`src/rtl/four_bit_alu.sv`:
```
// ---------------------------------------------------------------------------
// four_bit_alu
//   4-bit, 8-function ALU with a registered result and flag. Operands are
//   sampled on every rising edge and the result appears one cycle later.
//   There is no handshake, so a new operation may be issued every cycle.
//
//   Ports
//     clk       in   1  single clock, rising edge
//     rst       in   1  synchronous, active-high reset (clears R and overFlow)
//     A         in   4  operand A
//     B         in   4  operand B
//     C         in   1  carry-in / borrow-in / shift fill bit
//     Mode      in   3  operation select
//     R         out  4  registered result
//     overFlow  out  1  registered flag (carry, borrow, shifted-out bit or 0)
//
//   Mode | operation | overFlow
//   000  | A + B + C | carry-out
//   001  | A - B - C | borrow-out
//   010  | A & B     | 0
//   011  | A | B     | 0
//   100  | A ^ B     | 0
//   101  | {A[2:0],C}| A[3]
//   110  | {C,A[3:1]}| A[0]
//   111  | ~(A ^ B)  | 0
//
//   Build option
//     SIGNED_OVF_EN : when defined, ADD and SUB report two's-complement
//                     signed overflow instead of unsigned carry/borrow.
//                     R and all other modes are unchanged.
// ---------------------------------------------------------------------------
module four_bit_alu (
  input  logic       clk,
  input  logic       rst,
  input  logic [3:0] A,
  input  logic [3:0] B,
  input  logic       C,
  input  logic [2:0] Mode,
  output logic [3:0] R,
  output logic       overFlow
);

  localparam logic [2:0] MODE_ADD  = 3'b000;
  localparam logic [2:0] MODE_SUB  = 3'b001;
  localparam logic [2:0] MODE_AND  = 3'b010;
  localparam logic [2:0] MODE_OR   = 3'b011;
  localparam logic [2:0] MODE_XOR  = 3'b100;
  localparam logic [2:0] MODE_SHL  = 3'b101;
  localparam logic [2:0] MODE_SHR  = 3'b110;
  localparam logic [2:0] MODE_XNOR = 3'b111;

  logic [4:0] sum;
  logic [4:0] diff;
  logic       add_ovf;
  logic       sub_ovf;
  logic [3:0] r_d, r_q;
  logic       ovf_d, ovf_q;

  // Zero-extended to 5 bits so bit 4 is the carry (ADD) or the borrow (SUB):
  // a negative difference wraps with bit 4 set.
  assign sum  = {1'b0, A} + {1'b0, B} + {4'b0000, C};
  assign diff = {1'b0, A} - {1'b0, B} - {4'b0000, C};

`ifdef SIGNED_OVF_EN
  // Overflow when the operands imply a sign the 4-bit result cannot hold.
  assign add_ovf = (A[3] == B[3]) && (sum[3]  != A[3]);
  assign sub_ovf = (A[3] != B[3]) && (diff[3] != A[3]);
`else
  assign add_ovf = sum[4];
  assign sub_ovf = diff[4];
`endif

  always_comb begin
    r_d   = 4'b0000;
    ovf_d = 1'b0;
    case (Mode)
      MODE_ADD: begin
        r_d   = sum[3:0];
        ovf_d = add_ovf;
      end
      MODE_SUB: begin
        r_d   = diff[3:0];
        ovf_d = sub_ovf;
      end
      MODE_AND:  r_d = A & B;
      MODE_OR:   r_d = A | B;
      MODE_XOR:  r_d = A ^ B;
      MODE_SHL: begin
        r_d   = {A[2:0], C};
        ovf_d = A[3];
      end
      MODE_SHR: begin
        r_d   = {C, A[3:1]};
        ovf_d = A[0];
      end
      MODE_XNOR: r_d = ~(A ^ B);
      // Reached only for unknown Mode values; outputs go to zero.
      default: begin
        r_d   = 4'b0000;
        ovf_d = 1'b0;
      end
    endcase
  end

  always_ff @(posedge clk) begin
    if (rst) begin
      r_q   <= 4'b0000;
      ovf_q <= 1'b0;
    end else begin
      r_q   <= r_d;
      ovf_q <= ovf_d;
    end
  end

  assign R        = r_q;
  assign overFlow = ovf_q;

endmodule

```
`config.mk`:
```
export PLATFORM = sky130hd
export DESIGN_NAME = four_bit_alu
export DESIGN_NICKNAME = d
export VERILOG_FILES = /design/src/rtl/four_bit_alu.sv
export SDC_FILE = /design/constraint.sdc
export NUM_CORES = 1
export LEC_CHECK = 0
export CAP_MARGIN = 20
export CORE_UTILIZATION = 45
export DETAILED_ROUTE_END_ITERATION = 10
export PLACE_DENSITY = 0.75
export RECOVER_POWER = 25
export SLEW_MARGIN = 20
export SYNTH_ARGS = -nofsm -noshare
export SYNTH_HDL_FRONTEND = slang
export SYNTH_SLANG_ARGS = --single-unit
```
`constraint.sdc`:
```
create_clock -name clk -period 2.27 [get_ports clk]
set_clock_uncertainty 0.05 [all_clocks]
set_input_delay 0.3405 -clock clk [delete_from_list [all_inputs] [get_ports clk]]
set_output_delay 0.3405 -clock clk [all_outputs]
set_load 0.005 [all_outputs]
```
==> impl_metrics.json <==
{
  "cp_slowest_cell": "or4_1",
  "crit_path_end_kind": "register",
  "cp.arrival_ns": 2.23,
  "wl_per_cell_um": 12.6,
  "io_buffers": 18,
  "p_leak_uw": 0.000579,
  "timing.final.max_slew_violations": 0,
  "dp_slack_ns": -0.572,
  "holdPathStages": 5,
  "die_width_um": 46.4,
  "antenna_found_initial": 0,
  "dpl.cell_count": 173,
  "worst_slew_pin_slew_ns": 0.352,
  "start_kind": "input port",
  "cts_tree": "built",
  "fmax_ghz": 0.459,
  "die-height_um": 46.4,
  "fp-row-count": 15,
  "fin_ws_ns": 0.0918,
  "cts.sinks": 5,
  "numCtsBuffers": 3,
  "synthToLayoutAreaGrowth_pct": 42.7,
  "synth.avg_cell_area_um2": 7.72,
  "vias": 979,
  "yosys-top-cells-area": "ha_1 20%, dfxtp_1 11%, fa_1 6.8%",
  "synthDominantCellAreaShare_pct": 19.7,
  "final_common_cell": "buf_4",
  "total_power_uw": 446,
  "initial_core_util_pct": 49.8,
  "grt-ovfl-total": 0,
  "fin_cells": 178,
  "cp_max_fo": 2,
  "ys_warn_count": 0,
  "clk_pin_slew_ns": 0.05,
  "grt_pass1_vias": 906,
  "h-tree-depth": 1,
  "p_per_area_mw_per_mm2": 352,
  "grt_pass1_wl_um": 3760,
  "syn_area_um2": 888,
  "dpl.hpwl_um": 1830,
  "drive_gt1_share_pct": 24.2,
  "rsz0062_at_grt": "false",
  "vdd_drop_max_v": 0.000197,
  "maxCapViolCount": 0,
  "criticalPathCategory": "in -> reg",
  "globalplace.congestion": 0.868,
  "vias_per_cell": 5.50,
  "nets": 185,
  "ant_nets": 0,
  "place_area_mm2": 0.00123,
  "n_antenna_cell": 0,
  "cp_slowest_stage_delay_ns": 0.51,
  "cts_root_buf": "clkbuf_4",
  "cts_hold_buf": 0,
  "core_area_mm2": 0.00178,
  "yosys.area.top_type": "ha_1",
  "fillCellCount": 148,
  "drc": 0,
  "worstHoldStart": "B[0]",
  "period_share_pct": 96.0,
  "hold_violations": 0,
  "period_needed_ns": 2.18,
  "synthCells": 115,
  "fp.dieArea_mm2": 0.00216,
  "synthesis.nets": 146,
  "dr.pass1.iters": 4,
  "path_cells": "clkdlybuf4s50_1 > inv_1 > ha_1 > ha_4 > or4_1 > nand4_1 > a41oi_1",
  "setup_viol": 0,
  "synthDistinctLibCells": 42,
  "slew_headroom_pct": 76.2,
  "grt_usage_pct": 24.3,
  "wl_um": 2250,
  "utilization_pct": 71.1,
  "final_area_mm2": 0.00127,
  "min_path_type": "in -> reg",
  "yosysSeqAreaShare_pct": 11.3,
  "grt_max_degree": 12,
  "cts_buffer_depth": 2,
  "synth_seq_cells": 5,
  "worstHoldEndpoint": "R[0]$_SDFF_PP0_",
  "outcome": "finished, final reports clean",
  "dr.first_iter.drc_count": 24,
  "io_pins": 19,
  "worst-endpoint-required_ns": 2.33,
  "layout_common_cells": "23 x buf_4, 13 x inv_1, 13 x ha_1, 13 x clkdlybuf4s50_1, 9 x nand2_1"
}
[synthesized netlist by cell type, drive strengths merged]
| cell type | n |
|---|---|
| inv | 16 |
| ha | 14 |
| nand2 | 9 |
| nor2 | 7 |
| buf | 6 |
| o21ai | 6 |
| dfxtp | 5 |
| a21oi | 4 |
| a211oi | 3 |
| fa | 3 |
| nand3b | 3 |
| nor2b | 3 |
| nor3 | 3 |
| a21o | 2 |
| a311oi | 2 |
| o211ai | 2 |
| o22ai | 2 |
| xor2 | 2 |
| a2111o | 1 |
| a211o | 1 |
| a2bb2oi | 1 |
| a31oi | 1 |
| a41oi | 1 |
| and2 | 1 |
| and4 | 1 |
| clkbuf | 1 |
| mux2i | 1 |
| mux4 | 1 |
| nand2b | 1 |
| nand3 | 1 |
| nand4 | 1 |
| nor4 | 1 |
| o2111ai | 1 |
| o21a | 1 |
| o221ai | 1 |
| o311ai | 1 |
| o31ai | 1 |
| or3 | 1 |
| or3b | 1 |
| or4 | 1 |
| xnor2 | 1 |
[power breakdown]
group / total [µW] / switching (µW) / internal, µW
sequential: 99.0 / 2.03 / 97.0
clock: 106 / 39.7 / 66.6
combinational: 240 / 113 / 127
[cell families after synthesis]
| group | after synthesis | synth area share, % |
|---|---|---|
| AOI/OAI and AO/OA | 31 | 25.1 |
| xor gates and xnor gates | 3 | 2.96 |
| adders and majority gates | 17 | 26.5 |
| buffers and inverters | 23 | 10.6 |
| DFF | 5 | 11.3 |
| muxes | 2 | 3.66 |
| and+or+nand+nor | 34 | 20.0 |
[area by class of cell]
type / instances / area [µm²] / share of cell area [%]
repair buffers: 41 / 338 / 26.7
multi-input cells: 87 / 712 / 56.2
clock buffers: 4 / 26.3 / 2.07
well taps: 25 / 31.3 / 2.47
flip-flops and latches: 5 / 100 / 7.90
inverters: 16 / 60.1 / 4.74
[worst max-delay path: cells and delay by family]
kind / cells / cell delay, ns
compound gates: 1 / 0.12
fa+ha+maj: 2 / 0.60
buf+inv: 2 / 0.54
simple gates: 2 / 0.62
[routing by layer]
metal / global-route usage [%] / vias to the layer above / wire length (µm)
li1: - / 484 / -
met1: 31.5 / 453 / 994
met2: 38.9 / 34 / 1060
met3: 2.35 / 8 / 129
met4: 12.9 / 0 / 65
met5: 0 / - / 0
[through the flow]
stage                     TNS [ns]  hold slack (ns)
after floorplan                  0            0.363
after global placement       -2.03            0.995
after detailed placement     -2.39            0.996
after CTS                        0            0.633
after global routing             0            0.632
final                            0            0.607
[state kept, by name, summed over array words and instances (netlist names)]
signal    cells
R             4
overFlow      1
[worst max-delay path by stage]
stage | from | endpoint | slack [ns] | depth (start not counted)
after floorplan | C | R[0]$_SDFF_PP0_ | 0.006 | 8
after global placement | C | R[0]$_SDFF_PP0_ | -0.48 | 9
after global routing | A[3] | R[3]$_SDFF_PP0_ | 0.01 | 7
after CTS | C | R[0]$_SDFF_PP0_ | 0.002 | 9
final | A[3] | R[3]$_SDFF_PP0_ | 0.09 | 7
after detailed placement | C | R[0]$_SDFF_PP0_ | -0.57 | 9
[timing repair]
action	in CTS	in global routing
resized for setup	10	5
gates cloned	0	0
setup buffers	1	0
setup endpoints to repair	5	3
pin swaps	3	2
No activity file was read; power rests on OpenSTA's default activity.
